$ cat config.mk
export PLATFORM = sky130hd
export DESIGN_NAME = uart_reg_writer
export DESIGN_NICKNAME = d
export VERILOG_FILES = /design/src/rtl/uart_reg_pkg.sv /design/src/rtl/uart_rx_core.sv /design/src/rtl/uart_reg_writer.sv
export SDC_FILE = /design/constraint.sdc
export NUM_CORES = 1
export LEC_CHECK = 0
export ABC_AREA = 1
export ABC_CLOCK_PERIOD_IN_PS = 2000
export BUFFER_PORTS_ARGS = -buffer_cell sky130_fd_sc_hd__buf_2
export CAP_MARGIN = 5
export CORE_UTILIZATION = 55
export DETAILED_ROUTE_END_ITERATION = 10
export HOLD_SLACK_MARGIN = 0.12
export PLACE_DENSITY_LB_ADDON = 0.3
export SETUP_SLACK_MARGIN = 0.4
export SYNTH_ARGS = -nofsm -noshare
export SYNTH_HDL_FRONTEND = slang
export SYNTH_SLANG_ARGS = --single-unit
$ cat constraint.sdc
create_clock -name clk -period 2 [get_ports clk]
set_input_delay 0.4 -clock clk [delete_from_list [all_inputs] [get_ports clk]]
set_output_delay 0.4 -clock clk [all_outputs]
set_load 0.01 [all_outputs]
$ cat src/rtl/uart_reg_pkg.sv
// Shared types and helpers for the UART register-write front end.
package uart_reg_pkg;

  typedef enum logic [2:0] {IDLE, START, DATA, STOP, BREAK} rx_state_t;

  localparam int ADDR_W = 3;
  localparam int DATA_W = 5;

  // Minimum bits to hold values 0..value-1 (never less than 1).
  function automatic int clog2(input int value);
    int width;
    width = 1;
    while ((1 << width) < value) width = width + 1;
    return width;
  endfunction

endpackage

$ cat src/rtl/uart_rx_core.sv
// 8N1 receiver: 2-flop synchronizer, mid-bit sampling FSM, registered byte/frame-error pulses.
module uart_rx_core
  import uart_reg_pkg::*;
#(
  parameter int CLKS_PER_BIT = 87
) (
  input  logic       clk,
  input  logic       rst,
  input  logic       rx_in,
  output logic       byte_valid,
  output logic [7:0] rx_byte,
  output logic       frame_err,
  output logic       rx_busy
);

  localparam int CW = clog2(CLKS_PER_BIT);
  localparam logic [CW-1:0] HALF_LAST = CW'(CLKS_PER_BIT / 2 - 1);
  localparam logic [CW-1:0] BIT_LAST  = CW'(CLKS_PER_BIT - 1);

  logic            sync1_q, rx_s_q;
  rx_state_t       state_q, state_d;
  logic [CW-1:0]   cnt_q, cnt_d;
  logic [2:0]      bit_q, bit_d;
  logic [7:0]      shift_q, shift_d;
  logic            valid_q, valid_d;
  logic            ferr_q, ferr_d;

  always_ff @(posedge clk) begin
    if (rst) begin
      sync1_q <= 1'b1;
      rx_s_q  <= 1'b1;
      state_q <= IDLE;
      cnt_q   <= '0;
      bit_q   <= '0;
      shift_q <= '0;
      valid_q <= 1'b0;
      ferr_q  <= 1'b0;
    end else begin
      sync1_q <= rx_in;
      rx_s_q  <= sync1_q;
      state_q <= state_d;
      cnt_q   <= cnt_d;
      bit_q   <= bit_d;
      shift_q <= shift_d;
      valid_q <= valid_d;
      ferr_q  <= ferr_d;
    end
  end

  always_comb begin
    state_d = state_q;
    cnt_d   = cnt_q;
    bit_d   = bit_q;
    shift_d = shift_q;
    valid_d = 1'b0;
    ferr_d  = 1'b0;
    case (state_q)
      IDLE: begin
        cnt_d = '0;
        bit_d = '0;
        if (!rx_s_q) state_d = START;
      end
      START: begin
        // Half a bit in: a line that is high again was only a glitch.
        if (cnt_q == HALF_LAST) begin
          cnt_d   = '0;
          state_d = rx_s_q ? IDLE : DATA;
        end else begin
          cnt_d = cnt_q + 1'b1;
        end
      end
      DATA: begin
        if (cnt_q == BIT_LAST) begin
          cnt_d   = '0;
          shift_d = {rx_s_q, shift_q[7:1]};
          bit_d   = bit_q + 1'b1;
          if (bit_q == 3'd7) state_d = STOP;
        end else begin
          cnt_d = cnt_q + 1'b1;
        end
      end
      STOP: begin
        if (cnt_q == BIT_LAST) begin
          cnt_d = '0;
          if (rx_s_q) begin
            valid_d = 1'b1;
            state_d = IDLE;
          end else begin
            ferr_d  = 1'b1;
            state_d = BREAK;
          end
        end else begin
          cnt_d = cnt_q + 1'b1;
        end
      end
      BREAK: begin
        // A held-low line reports one frame error, then waits for idle.
        if (rx_s_q) state_d = IDLE;
      end
      default: state_d = IDLE;
    endcase
  end

  assign byte_valid = valid_q;
  assign rx_byte    = shift_q;
  assign frame_err  = ferr_q;
  assign rx_busy    = (state_q != IDLE);

endmodule

$ cat src/rtl/uart_reg_writer.sv
// Turns each received UART byte into a held register-write strobe for the slow register domain.
module uart_reg_writer
  import uart_reg_pkg::*;
#(
  parameter int CLKS_PER_BIT  = 87,
  parameter int STROBE_CYCLES = 200
) (
  input  logic              clk,
  input  logic              rst,
  input  logic              rx_in,
  output logic [ADDR_W-1:0] address,
  output logic [DATA_W-1:0] data,
  output logic              write_strobe,
  output logic              busy,
  output logic              frame_err,
  output logic              overrun
);

  localparam int SW = clog2(STROBE_CYCLES + 1);
  localparam logic [SW-1:0] STROBE_LOAD = SW'(STROBE_CYCLES);

  logic              byte_valid;
  logic [7:0]        rx_byte;
  logic              rx_busy;

  logic [ADDR_W-1:0] addr_q, addr_d;
  logic [DATA_W-1:0] data_q, data_d;
  logic [SW-1:0]     scnt_q, scnt_d;
  logic              ovr_q, ovr_d;

  uart_rx_core #(
    .CLKS_PER_BIT(CLKS_PER_BIT)
  ) u_rx (
    .clk       (clk),
    .rst       (rst),
    .rx_in     (rx_in),
    .byte_valid(byte_valid),
    .rx_byte   (rx_byte),
    .frame_err (frame_err),
    .rx_busy   (rx_busy)
  );

  always_ff @(posedge clk) begin
    if (rst) begin
      addr_q <= '0;
      data_q <= '0;
      scnt_q <= '0;
      ovr_q  <= 1'b0;
    end else begin
      addr_q <= addr_d;
      data_q <= data_d;
      scnt_q <= scnt_d;
      ovr_q  <= ovr_d;
    end
  end

  // Strobe is high exactly while the down-counter is non-zero.
  always_comb begin
    addr_d = addr_q;
    data_d = data_q;
    ovr_d  = 1'b0;
    scnt_d = (scnt_q != '0) ? scnt_q - 1'b1 : scnt_q;
    if (byte_valid) begin
      if (scnt_q == '0) begin
        addr_d = rx_byte[ADDR_W-1:0];
        data_d = rx_byte[7:ADDR_W];
        scnt_d = STROBE_LOAD;
      end else begin
        ovr_d = 1'b1;
      end
    end
  end

  assign address      = addr_q;
  assign data         = data_q;
  assign write_strobe = (scnt_q != '0);
  assign busy         = rx_busy | write_strobe;
  assign overrun      = ovr_q;

endmodule

# ---- After elaboration in Yosys (flattened, before gate mapping)
# Cells that the tools add are included.
dict set report op_classes {
  add_sub_neg 3
  n_mul 0
  div 0
  magnitude_cmp 0
  n_eq_ne 13
  shift 0
  muxes 20
  bitwise 4
  reduce_logical 13
}
# cell count
set op_table {}
lappend op_table {{$mux 3} 8}
lappend op_table {{$mux 8} 3}
lappend op_table {{$pmux 7 s3} 1}
lappend op_table {{$pmux 3 s5} 1}
lappend op_table {{$mux 7} 2}
lappend op_table {{$ne 2x1->1 const B} 5}
lappend op_table {{$logic_not 8->1} 1}
lappend op_table {{$reduce_bool 8->1} 1}
lappend op_table {{$sub 8x1->8 const B} 1}
lappend op_table {{$add 7x1->7 const B} 1}
lappend op_table {{$eq 7x6->1 const B} 1}
lappend op_table {{$eq 7x7->1 const B} 1}
lappend op_table {{$eq 3x2->1 const B} 2}
lappend op_table {{$eq 3x3->1 const B} 2}
lappend op_table {{$pmux 3 s2} 1}
lappend op_table {{$reduce_and 2->1} 3}
lappend op_table {{$reduce_and 6->1} 1}
lappend op_table {{$reduce_bool 3->1} 2}
lappend op_table {{$reduce_or 2->1} 2}
lappend op_table {{$add 3x1->3 const B} 1}
lappend op_table {{$eq 3x1->1 const B} 1}
lappend op_table {{$logic_not 3->1} 1}
lappend op_table {{$mux 1} 3}
lappend op_table {{$not 1->1} 3}
lappend op_table {{5 further kinds} 5}
dict set report word_totals {
  reg_bits 42
  latchBits 0
  mem_bits_rw 0
  romBits 0
  inputBits 3
  out_inout_bits 12
  wordCells 65
  n_memories 0
}

# ---- Logic depth before layout (Yosys ltp)
dict set report logic_depth {
  ltp_word 4
  mapped_depth 12
  ltp_nobuf 11
}

# ---- Hierarchy
# Synthesis repeated with hierarchy kept, for this count alone.
dict set report unflattened {
  cells_unflattened 283
  hier_area_um2 2045.7
}
# mod instances cells_per_inst area_each_um2 seq_area_each_um2
set by_module_without_submodules {}
lappend by_module_without_submodules {uart_rx_core 1 167 1228.7 500.5}
lappend by_module_without_submodules {uart_reg_writer 1 116 817.0 340.3}

# ---- Least setup slack after synthesis
# Ideal clock, no wire load.
dict set report synth_timing {
  path_kind {reg-to-reg}
  from {reg u_rx.cnt_q[0]}
  to {reg u_rx.cnt_q[2]}
  setup_ns 0.113
  arrival_ns 1.288
  required_time_ns 1.887
  setup_slack_ns 0.600
  path_stages_with_launch 13
  path_buffers 1
  cell_sequence {dfxtp_1 inv_1 ha_1 nand2_1 nor2_2 nand2_2 buf_6 nand2_4 nand2_4 nor2_4 inv_2 o211ai_2 inv_2}
}
dict set report synth_via {
  elab_chain_cells 3
  word_cells_on_any_way 6
}
# element line
set synth_lines {}
lappend synth_lines {{from (decl)} uart_rx_core.sv:22} ;# logic [CW-1:0] cnt_q, cnt_d;
lappend synth_lines {{from (signal assigned)} uart_rx_core.sv:42} ;# cnt_q <= cnt_d;
lappend synth_lines {{$add 7x1->7, or another cell as far along} {uart_rx_core.sv:69, uart_rx_core.sv:79, uart_rx_core.sv:93}}
lappend synth_lines {{$mux 7, on equally long branches} {uart_rx_core.sv:73, uart_rx_core.sv:83, uart_rx_core.sv:65}}
lappend synth_lines {{$pmux 7 s3 *} uart_rx_core.sv:57} ;# case (state_q)
# Mark *: on every way between the ends. The rest lies on a longest branch, timed or not.
# A chain may end at the register's enable or synchronous reset.

# ---- Worst setup path in the final report
dict set report layout_timing {
  from {reg scnt_q[3]}
  to {out busy}
}
dict set report layout_via {
  elab_chain_cells 2
}
# element line
set layout_lines {}
lappend layout_lines {{from (decl)} uart_reg_writer.sv:28} ;# logic [SW-1:0] scnt_q, scnt_d;
lappend layout_lines {{from (signal assigned)} uart_reg_writer.sv:52} ;# scnt_q <= scnt_d;
lappend layout_lines {{$reduce_bool 8->1} uart_reg_writer.sv:76} ;# assign write_strobe = (scnt_q != '0);
lappend layout_lines {{$or 1x1->1} uart_reg_writer.sv:77} ;# assign busy = rx_busy | write_strobe;
lappend layout_lines {{to (decl)} uart_reg_writer.sv:14} ;# output logic busy,
# Every way passes these cells.

==> flow_metrics.tcl <==
set metrics [dict create \
    viasPerCell 5.01 \
    hold_path.class "in -> reg" \
    ys_seq_area_share_pct 43.7 \
    n_antenna_cell 0 \
    utilization_pct 69.2 \
    met1Wirelength_um 1720 \
    syn_nets 262 \
    timing.critical_path.mode_cell "inv_2" \
    cp_data_required_time_ns 1.60 \
    routed-wl-met3_um 177 \
    hold_slack_ns 0.213 \
    skew_ns 0.00707 \
    yosysTopAreaCell "dfxtp_1" \
    grt_max_degree 18 \
    fmax_mhz 573 \
    cp_num_buf_inv 3 \
    cpPeakStageDelay_ns 0.35 \
    worst_pin_slew_ns 0.379 \
    cp_data_arrival_time_ns 1.35 \
    path_cells "nor2_2 > nand2_1 > inv_2 > nand4_4 > inv_2 > nand3_2 > buf_6" \
    ios 15 \
    nNetsFinal 294 \
    syn_to_final_growth_pct 19.9 \
    synthTopCellsByArea "dfxtp_1, nor2_1, nand2_1" \
    fillers 282 \
    p_switching_mw 1.00 \
    rsz0062_at_grt "yes" \
    fin_setup_tns_ns 0 \
    relSlewSlack_pct 74.5 \
    die_width_um 61.2 \
    switching_share_pct 34.8 \
    cell_internal_pwr_mw 1.88 \
    postRouteAntennaNets 0 \
    setup_viol 0 \
    critPathLaunchType "register" \
    finalWorstSetupSlack_ns 0.255 \
    cp_max_fo 3 \
    grt_first_pass_wirelength_um 6200 \
    place.gp.congestion 0.850 \
    clock_latency_ns 0.36 \
    cts_buffers 5 \
    synth.avg_cell_area_um2 7.64 \
    vias 1658 \
    dieArea_um2 3740 \
    crit_type "reg -> out" \
    endpoint_kind "output pin" \
    dp.cells 306 \
    ys_types 27 \
    clockPowerShare_pct 23.6 \
    slew_viol_final 0 \
    ys.warnings.count 0 \
    wl_per_cell_um 11.5 \
    power_mw 2.89 \
    globalRouteOverflowTotal 0 \
    drt-pass1-iter-count 5 \
    power_density_nw_per_um2 1250 \
    cap_viol_max_count 0 \
    ys_ff_latch 42 \
    cp_slowest_cell "dfxtp_2" \
    start_util_pct 57.7 \
    syn-cell-area_um2 1930 \
    clkSlewWorstSetupHoldPaths_ns 0.13 \
    drt_iter0_markers 101 \
    top_layer_used "met4" \
    dpl-instance-area_um2 2020 \
    stdcell_count 331 \
    routed_wl_um 3800 \
    dp_worst_setup_slack_ns 0.286 \
    wl_met2_um 1820 \
    antenna_found_initial 0 \
    grt_pass1_vias 1451 \
    crit_family "flip-flops" \
    irDropWorstVdd_mv 0.546 \
    rows 21 \
    cts_sinks 42 \
    status "finished clean" \
    core_um2 3340 \
    hold_viol 0 \
    leakage_nw 1.05 \
    layout_min_cycle_time_ns 1.75 \
    h-tree-depth 2 \
    grt_use_total_pct 22.7 \
    drc 0 \
    numPortBuffers 14 \
    die_h_um 61.2 \
    root_buffer "clkbuf_4" \
    dpl.hpwl_um 2450 \
    syn_inst 252 \
    fin_area_um2 2310 \
    synth_top_area_share_pct 43.7 \
    cts_tree "done" \
    cts_max_path_buffers 2 \
    p_comb_share_pct 40.6 \
    drive_gt1_share_pct 29.1 \
    pwr-share-seq_pct 35.8 \
    post-route-period-util_pct 87.3 \
]
flip-flops by register name, summed over array words and instances (netlist names), 3 cells and up:
name	count
u_rx.rx_byte	8
address	3
u_rx.cnt_q	7
u_rx.state_q	3
scnt_q	8
data	5
u_rx.bit_q	3
cell usage after synthesis, drive strengths merged:
master,number
a31oi,3
nor3,11
nand4,8
xor2,2
nand3,10
nor2,47
xnor2,2
or2,4
a21oi,8
clkbuf,2
o211ai,2
ha,7
buf,5
o21ai,23
dfxtp,42
nand2,46
inv,30
kinds of logic after synthesis:
logic type | count (synthesis) | synth area share (%)
buf+inv | 37 | 8.64
flops | 42 | 43.7
xor+xnor | 4 | 1.82
simple gates | 126 | 30.6
fa+ha+maj | 7 | 4.55
compound gates | 36 | 10.7
what timing repair did:
item | CTS | global route
resized for setup | 16 | 4
setup buffers | 12 | 5
hold buffers | 0 | 0
setup endpoints to repair | 13 | 21
hold endpoints to repair | 0 | 0
pin swaps | 3 | 2
per-layer routing:
layer | vias up | track usage [%]
met5 | - | 0
met3 | 9 | 6.09
met2 | 35 | 38.4
li1 | 879 | -
met1 | 735 | 27.5
met4 | 0 | 8.44
power groups by stage:
stage / combinational, mW / sequential [mW] / clock (mW)
4_1_cts: 1.08 / 1.02 / 0.699
6_report: 1.17 / 1.03 / 0.681
3_5_place_dp: 0.827 / 1.04 / 0
2_1_floorplan: 0.679 / 1.02 / 0
5_1_grt: 1.30 / 1.05 / 0.746
3_3_place_gp: 0.810 / 1.03 / 0
final timing paths:
kind | start | endpoint | slack, ns | cells after the start
max reg2reg | scnt_q[0] | scnt_q[1] | 0.38 | 9
max | scnt_q[3] | busy | 0.25 | 7
min reg2reg | u_rx.sync1_q | u_rx.rx_s_q | 0.43 | 1
min | rx_in | u_rx.sync1_q | 0.21 | 2
worst reg2reg max path, stage by stage (launching register included):
cell and delay [ns]:
dfxtp_1 0.35, inv_2 0.06, ha_4 0.17, nand4_4 0.10, inv_2 0.06, buf_4 0.12, buf_4 0.13, nor2_1 0.26
inv_2 0.11, o21ai_0 0.17
cell usage in the layout, fill, tap and decap left out, drive strengths merged:
cell type	netlist	layout
o21ai	23	23
buf	5	32
or2	4	4
xor2	2	2
nand4	8	8
a31oi	3	3
clkbuf	2	5
clkinv	0	1
dfxtp	42	42
bufinv	0	2
inv	30	30
a21oi	8	8
xnor2	2	2
nand2	46	46
nor2	47	47
nor3	11	11
ha	7	7
nand3	10	10
o211ai	2	2
area by class of cell:
type | count | area, µm² | area share, %
inverters | 30 | 113 | 4.88
flip-flops and latches | 42 | 850 | 36.8
clock inverters | 3 | 68.8 | 2.98
repair buffers | 32 | 224 | 9.70
clock buffers | 5 | 37.5 | 1.63
multi-input cells | 173 | 960 | 41.5
well taps | 46 | 57.6 | 2.49
Note: power is estimated with default switching activity, not from simulation.
